### src/rtl/minute_second_pkg.sv
// Shared constants and step helpers for the seconds/minutes timebase.
package minute_second_pkg;

    localparam logic [5:0] SEC_MAX          = 6'd59;
    localparam logic [5:0] MIN_MAX          = 6'd59;
    localparam int         TICK_DIV_DEFAULT = 50_000_000;

    // Anything at or above the limit wraps to 0, so out-of-range values self-heal.
    function automatic logic [5:0] step_up(input logic [5:0] v, input logic [5:0] max);
        return (v >= max) ? 6'd0 : v + 6'd1;
    endfunction

    function automatic logic [5:0] step_down(input logic [5:0] v, input logic [5:0] max);
        return (v == 6'd0) ? max : v - 6'd1;
    endfunction

endpackage

### src/rtl/led7_decoder.sv
// BCD to 7-segment decoder, segments {g,f,e,d,c,b,a} active-high; blank when disabled.
module led7_decoder (
    input  logic       en,
    input  logic [3:0] digit,
    output logic [6:0] seg
);

    always_comb begin
        seg = 7'h00;
        if (en) begin
            case (digit)
                4'd0:    seg = 7'h3F;
                4'd1:    seg = 7'h06;
                4'd2:    seg = 7'h5B;
                4'd3:    seg = 7'h4F;
                4'd4:    seg = 7'h66;
                4'd5:    seg = 7'h6D;
                4'd6:    seg = 7'h7D;
                4'd7:    seg = 7'h07;
                4'd8:    seg = 7'h7F;
                4'd9:    seg = 7'h6F;
                default: seg = 7'h00;
            endcase
        end
    end

endmodule

### src/rtl/minute_second_tick_gen.sv
// Prescaler: one-cycle tick every TICK_DIV clocks, held at 0 while hold is high.
module tick_gen #(
    parameter int TICK_DIV = 4
) (
    input  logic clk50,
    input  logic reset,
    input  logic hold,
    output logic tick
);

    localparam int CNT_W = (TICK_DIV > 1) ? $clog2(TICK_DIV) : 1;
    localparam logic [CNT_W-1:0] LAST = CNT_W'(TICK_DIV - 1);

    logic [CNT_W-1:0] count_reg;

    assign tick = (count_reg == LAST) && !hold;

    always_ff @(posedge clk50 or negedge reset) begin
        if (!reset) begin
            count_reg <= '0;
        end else if (hold || count_reg == LAST) begin
            count_reg <= '0;
        end else begin
            count_reg <= count_reg + 1'b1;
        end
    end

endmodule

### src/rtl/separate.sv
// Splits a 0..59 binary value into decimal tens and units digits.
module separate (
    input  logic [5:0] value,
    output logic [3:0] tens,
    output logic [3:0] units
);

    assign tens  = 4'(value / 6'd10);
    assign units = 4'(value % 6'd10);

endmodule

### src/rtl/minute_second.sv
// Seconds/minutes counter with hour carry, manual minute adjust and 4-digit display.
module minute_second
    import minute_second_pkg::*;
#(
    parameter int TICK_DIV = TICK_DIV_DEFAULT
) (
    input  logic       clk50,
    input  logic       reset,
    input  logic       adj_en,
    input  logic       control0,
    input  logic       control1,
    output logic       equal60,
    output logic       disable_hour,
    output logic [6:0] led_m2,
    output logic [6:0] led_m1,
    output logic [6:0] led_s2,
    output logic [6:0] led_s1
);

    logic       tick;
    logic       press;
    logic [5:0] sec_reg;
    logic [5:0] min_reg;
    logic       lock_reg;
    logic       equal60_reg;
    logic       disable_reg;

    tick_gen #(.TICK_DIV(TICK_DIV)) u_tick (
        .clk50 (clk50),
        .reset (reset),
        .hold  (adj_en),
        .tick  (tick)
    );

    // A press is only the first sampled low of the button; lock masks the hold.
    assign press = !control1 && !lock_reg;

    always_ff @(posedge clk50 or negedge reset) begin
        if (!reset) begin
            sec_reg     <= 6'd0;
            min_reg     <= 6'd0;
            lock_reg    <= 1'b0;
            equal60_reg <= 1'b0;
            disable_reg <= 1'b0;
        end else begin
            disable_reg <= adj_en;

            if (press) begin
                lock_reg <= 1'b1;
            end else if (control1 && lock_reg) begin
                lock_reg <= 1'b0;
            end

            if (adj_en) begin
                sec_reg     <= 6'd0;
                equal60_reg <= 1'b0;
                if (press) begin
                    min_reg <= control0 ? step_up(min_reg, MIN_MAX)
                                        : step_down(min_reg, MIN_MAX);
                end
            end else if (tick) begin
                sec_reg     <= step_up(sec_reg, SEC_MAX);
                equal60_reg <= 1'b0;
                if (sec_reg >= SEC_MAX) begin
                    min_reg <= step_up(min_reg, MIN_MAX);
                    if (min_reg >= MIN_MAX) begin
                        equal60_reg <= 1'b1;
                    end
                end
            end
        end
    end

    assign equal60      = equal60_reg;
    assign disable_hour = disable_reg;

    // Digit order: 0 = sec units, 1 = sec tens, 2 = min units, 3 = min tens.
    logic [1:0][5:0] value;
    logic [3:0][3:0] digit;
    logic [3:0][6:0] seg;

    assign value[0] = sec_reg;
    assign value[1] = min_reg;

    genvar gi;
    generate
        for (gi = 0; gi < 2; gi++) begin : g_sep
            separate u_sep (
                .value (value[gi]),
                .tens  (digit[2*gi+1]),
                .units (digit[2*gi])
            );
        end
        for (gi = 0; gi < 4; gi++) begin : g_dec
            led7_decoder u_dec (
                .en    (1'b1),
                .digit (digit[gi]),
                .seg   (seg[gi])
            );
        end
    endgenerate

    assign led_s1 = seg[0];
    assign led_s2 = seg[1];
    assign led_m1 = seg[2];
    assign led_m2 = seg[3];

endmodule

### config.mk
export PLATFORM = sky130hd
export DESIGN_NAME = minute_second
export DESIGN_NICKNAME = d
export VERILOG_FILES = /design/src/rtl/minute_second_pkg.sv /design/src/rtl/led7_decoder.sv /design/src/rtl/minute_second_tick_gen.sv /design/src/rtl/separate.sv /design/src/rtl/minute_second.sv
export SDC_FILE = /design/constraint.sdc
export NUM_CORES = 1
export LEC_CHECK = 0
export ABC_CLOCK_PERIOD_IN_PS = 3400
export CAP_MARGIN = 20
export CORE_MARGIN = 1
export CORE_UTILIZATION = 29
export CTS_CLUSTER_DIAMETER = 60
export DETAILED_ROUTE_END_ITERATION = 8
export PLACE_DENSITY_LB_ADDON = 0.3
export SLEW_MARGIN = 0
export SYNTH_ARGS = -nofsm -noshare
export SYNTH_HDL_FRONTEND = slang
export SYNTH_SLANG_ARGS = --single-unit
export TNS_END_PERCENT = 100
### constraint.sdc
create_clock -name clk50 -period 3.4 [get_ports clk50]
set_input_delay 0.68 -clock clk50 [delete_from_list [all_inputs] [get_ports clk50]]
set_output_delay 0.68 -clock clk50 [all_outputs]
set_load 0.05 [all_outputs]
# ---- Word-level counts from Yosys, hierarchy flattened
# Memory sizes are Yosys's and may differ from the RTL's.
# Index checks and enable logic that the tools add are counted.
dict set report totals {
  mem_count 4
  inputBits 5
  elab_cells 51
  output_inout_bits 30
  register_bits 41
  romBits 448
}
dict set report classes {
  n_eq_ne 2
  mux 17
  div_mod_pow 4
  n_addsub 4
  n_reduce_logical 12
  magnitude_cmp 2
}
# name depth word_bits rd rd_clocked_by_memory_dff write_ports line
set memory_table {}
lappend memory_table {{(no name shown)} 16 7 1 0 0 led7_decoder.sv:11} ;# case (digit)
lappend memory_table {{(no name shown)} 16 7 1 0 0 led7_decoder.sv:11}
lappend memory_table {{(no name shown)} 16 7 1 0 0 led7_decoder.sv:11}
lappend memory_table {{(no name shown)} 16 7 1 0 0 led7_decoder.sv:11}
# cell count
set op_table {}
lappend op_table {{6-bit two-way mux} 10}
lappend op_table {{26-bit by 1-bit adder with 26-bit output, second input constant} 1}
lappend op_table {{26-bit == test, second input constant} 1}
lappend op_table {{26-bit two-way mux} 1}
lappend op_table {{6-bit by 1-bit adder with 6-bit output, second input constant} 2}
lappend op_table {{6-bit by 4-bit divider with 6-bit output, second input constant} 2}
lappend op_table {{6-bit greater-or-equal comparator, second input constant} 2}
lappend op_table {{6-bit by 4-bit modulo with 6-bit output, second input constant} 2}
lappend op_table {{6-bit zero test} 1}
lappend op_table {{1-bit two-way mux} 6}
lappend op_table {{2-bit nonzero test} 3}
lappend op_table {{6-bit by 1-bit subtractor with 6-bit output, second input constant} 1}
lappend op_table {{1-bit logical AND} 3}
lappend op_table {{1-bit zero test} 3}
lappend op_table {{3-bit AND reduction} 1}
lappend op_table {{2-bit by 1-bit inequality test with 1-bit output, second input constant} 1}
lappend op_table {{1-bit logical OR} 1}

# ---- Depth between registers and ports, before layout
# Gate-level depths: netlist of run 1.
dict set report logic_depth {
  word_depth 5
  mapped_depth 12
  mapped_depth_nobuf 11
}

# ---- Modules after synthesis
# A second synthesis of run 1 with hierarchy kept.
dict set report hier_totals {
  cells_unflattened 504
  area_unflattened_um2 4141.5
}
# module seq_area_each_um2 area_per_inst_um2 n_inst cells_per_inst
set by_module_without_submodules {}
lappend by_module_without_submodules {tick_gen 650.6 1470.2 1 157}
lappend by_module_without_submodules {minute_second 375.4 1072.3 1 117}
lappend by_module_without_submodules {led7_decoder 0.0 226.5 4 31}
lappend by_module_without_submodules {separate 0.0 346.6 2 53}

# ---- Least setup slack after synthesis of run 1
# Ideal clock, no wire load.
dict set report synth_path {
  path_type {reg2out}
  from {register min_reg[4]}
  to {output port led_m1[3]}
  path_stages_with_launch 13
  arrival_ps 3418
  slack_ps -698
  required_ps 2720
  n_path_buf 1
  path_cell_list {dfrtp_1 > buf_4 > inv_1 > ha_1 > a21oi_1 > o211a_1 > a221o_2 > nor2_1 > o311a_1 > inv_1 > ha_1 > nor2_1 > nor3b_1}
}
dict set report synth_between {
  elab_chain_cells 2
}
# item line
set synth_rtl {}
lappend synth_rtl {{from (decl)} minute_second.sv:23} ;# logic [5:0] min_reg;
lappend synth_rtl {{from (signal assigned)} minute_second.sv:58} ;# min_reg <= control0 ? step_up(min_reg, MIN_MAX)
lappend synth_rtl {{from (signal assigned)} minute_second.sv:65} ;# min_reg <= step_up(min_reg, MIN_MAX);
lappend synth_rtl {{6-bit by 4-bit modulo with 6-bit output} separate.sv:9} ;# assign units = 4'(value % 6'd10);
lappend synth_rtl {{memory read 16 x 7 bit} --}
lappend synth_rtl {{to (decl)} minute_second.sv:15} ;# output logic [6:0] led_m1,
# No other way between the ends.

# ---- Worst setup path after layout of run 1
dict set report layout_path {
  from {register min_reg[3]}
  to {output port led_m1[0]}
}
# The elaborated chain is that of the path after synthesis.

==> flow_metrics.py, run 1 <==
metrics = {
    "clocking": {
        "cts_tree": "done",
        "cts_buffer_depth": 2,
        "root_buffer": "clkbuf_16",
        "clk_latency_ps": 280,
        "cts_hold_buf": 0,
        "cts-htree-levels": 2,
        "numCtsBuffers": 5,
        "path_clk_slew_ps": 60,
        "numClockSinks": 41,
    },
    "floorplan": {
        "fp.coreArea_um2": 11030,
        "num_rows": 38,
        "initial_core_util": 0.3031,
        "die_h_um": 109.4,
        "ios": 35,
        "die_x_um": 109.4,
        "fp.dieArea_um2": 11960,
    },
    "timing": {
        "setup_ws_ps": -110.7,
        "period_minus_slack_ps": 3511,
        "finalSetupViolCount": 5,
        "clock.fmax_ghz": 0.2848,
        "relSlewSlack": 0.3865,
        "slew_violations": 0,
        "skew_ps": 5.088,
        "finalHoldViolations": 0,
        "worst_pin_slew_ps": 920.2,
        "fin_crit_sh": 1.033,
        "rsz0062_at_grt": "yes",
    },
    "cells_and_area": {
        "area_growth_pct": 36.27,
        "n_antenna_cell": 0,
        "drive_above_1_share": 0.2494,
        "largest_reg_flops": 26,
        "fin_nets": 490,
        "final_core_util": 0.4130,
    },
    "routing": {
        "vias": 2979,
        "drtIter0Drc": 216,
        "drc": 0,
        "routed_wl_mm": 7.505,
        "drtPass1Iterations": 4,
        "final_antenna_net_count": 0,
        "wl_per_cell_um": 12.66,
        "vias_per_cell": 5.024,
    },
    "global_route": {
        "grt_pass1_vias": 2798,
        "grt_start_max_net_pins": 42,
        "grt_pass1_wl_mm": 12.94,
        "overflow": 0,
        "track_usage": 0.1313,
        "antenna_found_initial": 0,
    },
    "place": {
        "gp_congestion": 0.8068,
        "portBuffers": 34,
        "dp_hpwl_mm": 5.307,
    },
    "setup_path": {
        "reg2reg_to": "min_reg[2]",
        "worstPathMaxFanout": 4,
        "endpoint": "led_m1[0]",
        "cp.required_ps": 2720,
        "crit_start": "min_reg[3]",
        "r2r_slack_ps": 1120,
        "start_kind": "register",
        "ff2ff_path_depth": 7,
        "critical_path.endpoint_type": "primary output",
        "arrival_ps": 2830,
        "reg2reg_from": "u_tick.count_reg[21]",
        "worstSetupPathType": "register to primary output",
    },
    "synthesis": {
        "async_flop_share": 1.000,
        "ys_seq_area_frac": 0.3069,
        "syn_area_per_cell_um2": 8.214,
        "ys.flop_type": "dfrtp_1",
        "ys_seq_elements": 41,
        "synth.distinct_cells": 59,
        "ys_warn_count": 0,
        "synth_nets": 444,
        "synth_edf_count": 0,
        "syn-cell-area_um2": 3343,
        "synth_cells": 407,
    },
    "flow_run": {
        "drv_cap": 0,
    },
    "min_path": {
        "hp-class": "register to register",
    },
    "outcome": {
        "status": "finished, violations left",
        "violations": "negative setup slack",
    },
}
## routing by layer
| metal | track usage | up-vias | wire (um) |
|---|---|---|---|
| li1 | - | 1519 | - |
| met1 | 0.1781 | 1412 | 3622 |
| met5 | 0 | - | 0 |
| met4 | 0.02381 | 0 | 33 |
| met2 | 0.2242 | 44 | 3679 |
| met3 | 0.01778 | 4 | 170 |
## layout make-up
type                            instances  area [um^2]
Fill cell                            1077         6475
Multi-Input combinational cell        328         2402
Sequential cell                        41         1033
Timing Repair Buffer                   55        696.9
Tap cell                              140        175.2
Clock buffer                            5        125.1
Inverter                               22        87.58
Clock inverter                          2        35.03
## layout by cell type (no fill, tap or decap), types with 5 or more instances in the layout
cell	synthesis	final
a21oi_1	17	15
clkdlybuf4s50_1	0	5
inv_1	19	15
buf_4	2	24
xor2_1	11	11
or3_1	7	7
nand4_1	5	5
nor2_1	54	51
and3_1	10	10
xnor2_1	11	9
nand3_1	25	25
nand2_1	39	36
o21ai_1	11	12
clkbuf_16	0	5
ha_1	32	25
buf_12	0	20
dfrtp_2	0	6
dfrtp_1	41	35
ha_4	0	6
nor3_1	9	9
o21ai_0	22	17
nand2b_1	10	10
## kinds of logic (layout without fill, tap and decap cells)
logic type / Yosys count / after routing / synth area share
buffers and inverters: 38 / 84 / 0.04977
DFF: 41 / 41 / 0.3069
adders and majority gates: 32 / 32 / 0.1198
AOI/OAI and AO/OA: 88 / 88 / 0.1830
muxes: 9 / 9 / 0.02882
xor gates and xnor gates: 22 / 22 / 0.05763
and+or+nand+nor: 177 / 177 / 0.2541
## critical path, cell delays in order, from the launching register on
cell,delay (ps)
dfrtp_1,380
inv_4,70
ha_4,290
a21oi_2,60
o211a_1,220
a221o_2,350
inv_4,90
ha_4,190
a21bo_4,230
or3_1,310
and3b_2,220
buf_8,150
## through the flow
stage	area [um^2]	hold slack [ps]	worst slack [ps]	setup TNS, ps	cells
finish	4556	510.5	-110.7	-275.4	593
global route	4556	551.3	-209.5	-1178	593
CTS	4446	509.6	-83.94	-241.0	590
detailed placement	4161	497.6	131.1	0	578
global placement	4161	488.2	144.9	0	578
floorplan	3441	384.4	-108.0	-228.8	407
## cell usage after synthesis (3+ instances only)
cell	instances	share of area
inv_1	19	0.021
mux2_2	4	0.013
nor3_1	9	0.013
a31oi_1	3	0.0056
o2bb2ai_1	3	0.0079
buf_2	7	0.010
o21a_1	3	0.0067
xnor2_1	11	0.029
dfrtp_1	41	0.31
nand4_1	5	0.0094
nor2b_1	6	0.011
and3_1	10	0.019
o21ai_0	22	0.033
ha_1	32	0.12
nand3_1	25	0.037
xor2_1	11	0.029
or3_1	7	0.013
clkbuf_1	4	0.0045
mux2i_1	4	0.012
a21oi_1	17	0.025
o21ai_1	11	0.016
nor2_1	54	0.061
nand2b_1	10	0.019
nand2_1	39	0.044
and2_1	3	0.0056
## worst min-delay path by stage
stage / start / to / cells after the start
2_1_floorplan: reset / disable_hour / 0
3_3_place_gp: lock_reg / lock_reg / 1
3_5_place_dp: lock_reg / lock_reg / 1
4_1_cts: lock_reg / lock_reg / 1
5_1_grt: lock_reg / lock_reg / 1
6_report: lock_reg / lock_reg / 1
## timing repair
action	4_1_cts	5_1_grt
endpoints found under the setup margin	11	21
hold endpoints to repair	0	0
setup buffers	5	3
gates resized for setup	21	27
pin swaps	12	6
Power of run 1 is not shown: default switching activity piles up to over one toggle a cycle in this logic, so the estimate is an artifact.
==> run 2, diff against run 1 <==
Settings changed: ABC_CLOCK_PERIOD_IN_PS 3400 to 3100.
Clock period 3.4 ns to 3.1 ns, I/O delays scaled along.
==> run 2 against run 1 <==
  * Cell count increased by 5.2%
  * Final area up 10%
  * Critical endpoint unchanged
  * Critical path depth stayed put
  * Routed wire length is 7.7% higher
  * The flow still finishes with violations (negative setup slack)
  * Highest routed layer unchanged
  * Sequential cell count stayed put
  * Clock skew fell by 0.54 ps
  * Clock-buffer cell count grew 2
  * Via count is 5.4% higher
  * Hold slack worse by 30 ps
  * Utilization rose by 4.3 points
==> flow_metrics.py, run 2 (same netlist as run 1, synthesis figures left out) <==
metrics = {
    "routing": {
        "drtIter0Drc": 182,
        "final_antenna_net_count": 0,
        "drtPass1Iterations": 4,
        "vias": 3141,
        "vias_per_cell": 5.034,
        "drc": 0,
        "routed_wl_mm": 8.085,
        "wl_per_cell_um": 12.96,
    },
    "clocking": {
        "cts_tree": "done",
        "clk_latency_ps": 280,
        "cts_hold_buf": 0,
        "numCtsBuffers": 5,
        "path_clk_slew_ps": 60,
        "cts-htree-levels": 2,
        "cts_buffer_depth": 2,
        "root_buffer": "clkbuf_16",
        "numClockSinks": 41,
    },
    "setup_path": {
        "worstSetupPathType": "register to primary output",
        "cp.required_ps": 2480,
        "start_kind": "register",
        "worstPathMaxFanout": 4,
        "reg2reg_from": "u_tick.count_reg[21]",
        "arrival_ps": 2930,
        "critical_path.endpoint_type": "primary output",
        "r2r_slack_ps": 850,
        "ff2ff_path_depth": 7,
        "reg2reg_to": "min_reg[2]",
    },
    "global_route": {
        "grt_start_max_net_pins": 42,
        "use_met3": 0.02312,
        "track_usage": 0.1397,
        "grt_pass1_wl_mm": 13.70,
        "overflow": 0,
        "top_usage_layer": "met2",
        "use_met1": 0.1893,
        "use_met2": 0.2341,
        "grt_pass1_vias": 2996,
        "antenna_found_initial": 0,
    },
    "cells_and_area": {
        "layout_commonest_cell": "nor2_1",
        "fin_nets": 521,
        "largest_reg_flops": 26,
        "drive_above_1_share": 0.3409,
        "fin_cells": 624,
        "final_cell_mix": "nor2_1, buf_4, dfrtp_1, nand2_1, nand3_1",
        "area_growth_pct": 50.41,
        "n_antenna_cell": 0,
    },
    "timing": {
        "finalSetupViolCount": 14,
        "finalHoldViolations": 0,
        "relSlewSlack": 0.3846,
        "rsz0062_at_grt": "yes",
        "fin_crit_sh": 1.144,
        "clock.fmax_ghz": 0.2819,
        "worst_pin_slew_ps": 923.1,
        "period_minus_slack_ps": 3547,
        "hold_ws_ps": 480.2,
        "fin_setup_tns_ps": -4046,
        "slew_violations": 0,
        "skew_ps": 4.552,
        "setup_ws_ps": -447.3,
    },
    "floorplan": {
        "initial_core_util": 0.3031,
        "ios": 35,
        "die_x_um": 109.4,
        "fp.coreArea_um2": 11030,
        "die_h_um": 109.4,
        "fp.dieArea_um2": 11960,
        "num_rows": 38,
    },
    "place": {
        "portBuffers": 34,
        "dp_cells": 594,
        "post-place-ws_ps": -255.1,
        "dp_hpwl_mm": 5.640,
        "gp_congestion": 0.8254,
    },
    "flow_run": {
        "drv_cap": 0,
    },
    "outcome": {
        "violations": "negative setup slack",
        "status": "finished, violations left",
    },
    "min_path": {
        "hp-class": "input port to asynchronous set/reset pin",
    },
}
==> run 2: cell types whose count changed in the layout (fill, tap and decap cells not counted), sizes merged <==
cell and change:
clkinvlp +1, clkinv -1, xnor2 +1, dlymetal6s2s -1
buf +31, bufinv -1, inv -1, clkbuf +2
==> run 2: worst max-delay path, cell delays in order, from the launching register on <==
cell and delay (ps):
dfrtp_1 410, clkinvlp_4 150, ha_4 300, a21oi_2 50, o211a_1 200, a221o_2 340, inv_2 100, ha_4 210
a21bo_4 230, or3_1 300, and3b_2 210, buf_8 150
==> run 2: per-layer routing <==
| layer | vias up | wire, um |
|---|---|---|
| met4 | 0 | 59 |
| met3 | 8 | 228 |
| li1 | 1582 | - |
| met5 | - | 0 |
| met1 | 1509 | 3912 |
| met2 | 42 | 3886 |
==> run 2: stage by stage <==
stage | util | cell area (um^2)
final | 0.4559 | 5029
after global routing | 0.4559 | 5029
after CTS | 0.4373 | 4823
after detailed placement | 0.3970 | 4379
after global placement | 0.3970 | 4379
after floorplan | - | 3507
==> run 2: how the worst max path moves through the flow <==
stage | slack [ps] | from | to
2_1_floorplan | -330 | min_reg[4] | led_m1[6]
5_1_grt | -550 | min_reg[4] | led_m1[0]
4_1_cts | -410 | min_reg[4] | led_m1[0]
6_report | -450 | min_reg[4] | led_m1[0]
3_3_place_gp | -140 | min_reg[4] | led_m1[0]
3_5_place_dp | -260 | min_reg[4] | led_m1[0]
==> run 2: repair_timing <==
item,in CTS,in global routing
buffers inserted,9,13
gates resized for setup,47,24
endpoints found under the setup margin,22,26
cloned,1,0
pin swaps,15,14
==> run 2: cell type report <==
type                       instances  area (um^2)
tap                              140        175.2
timing repair buffer              85        978.4
multi-input combinational        329         2611
clock buffer                       7        142.6
sequential                        41         1032
fill                            1038         6002
inverter                          22        88.84
Power of run 2 is left out for the same reason.
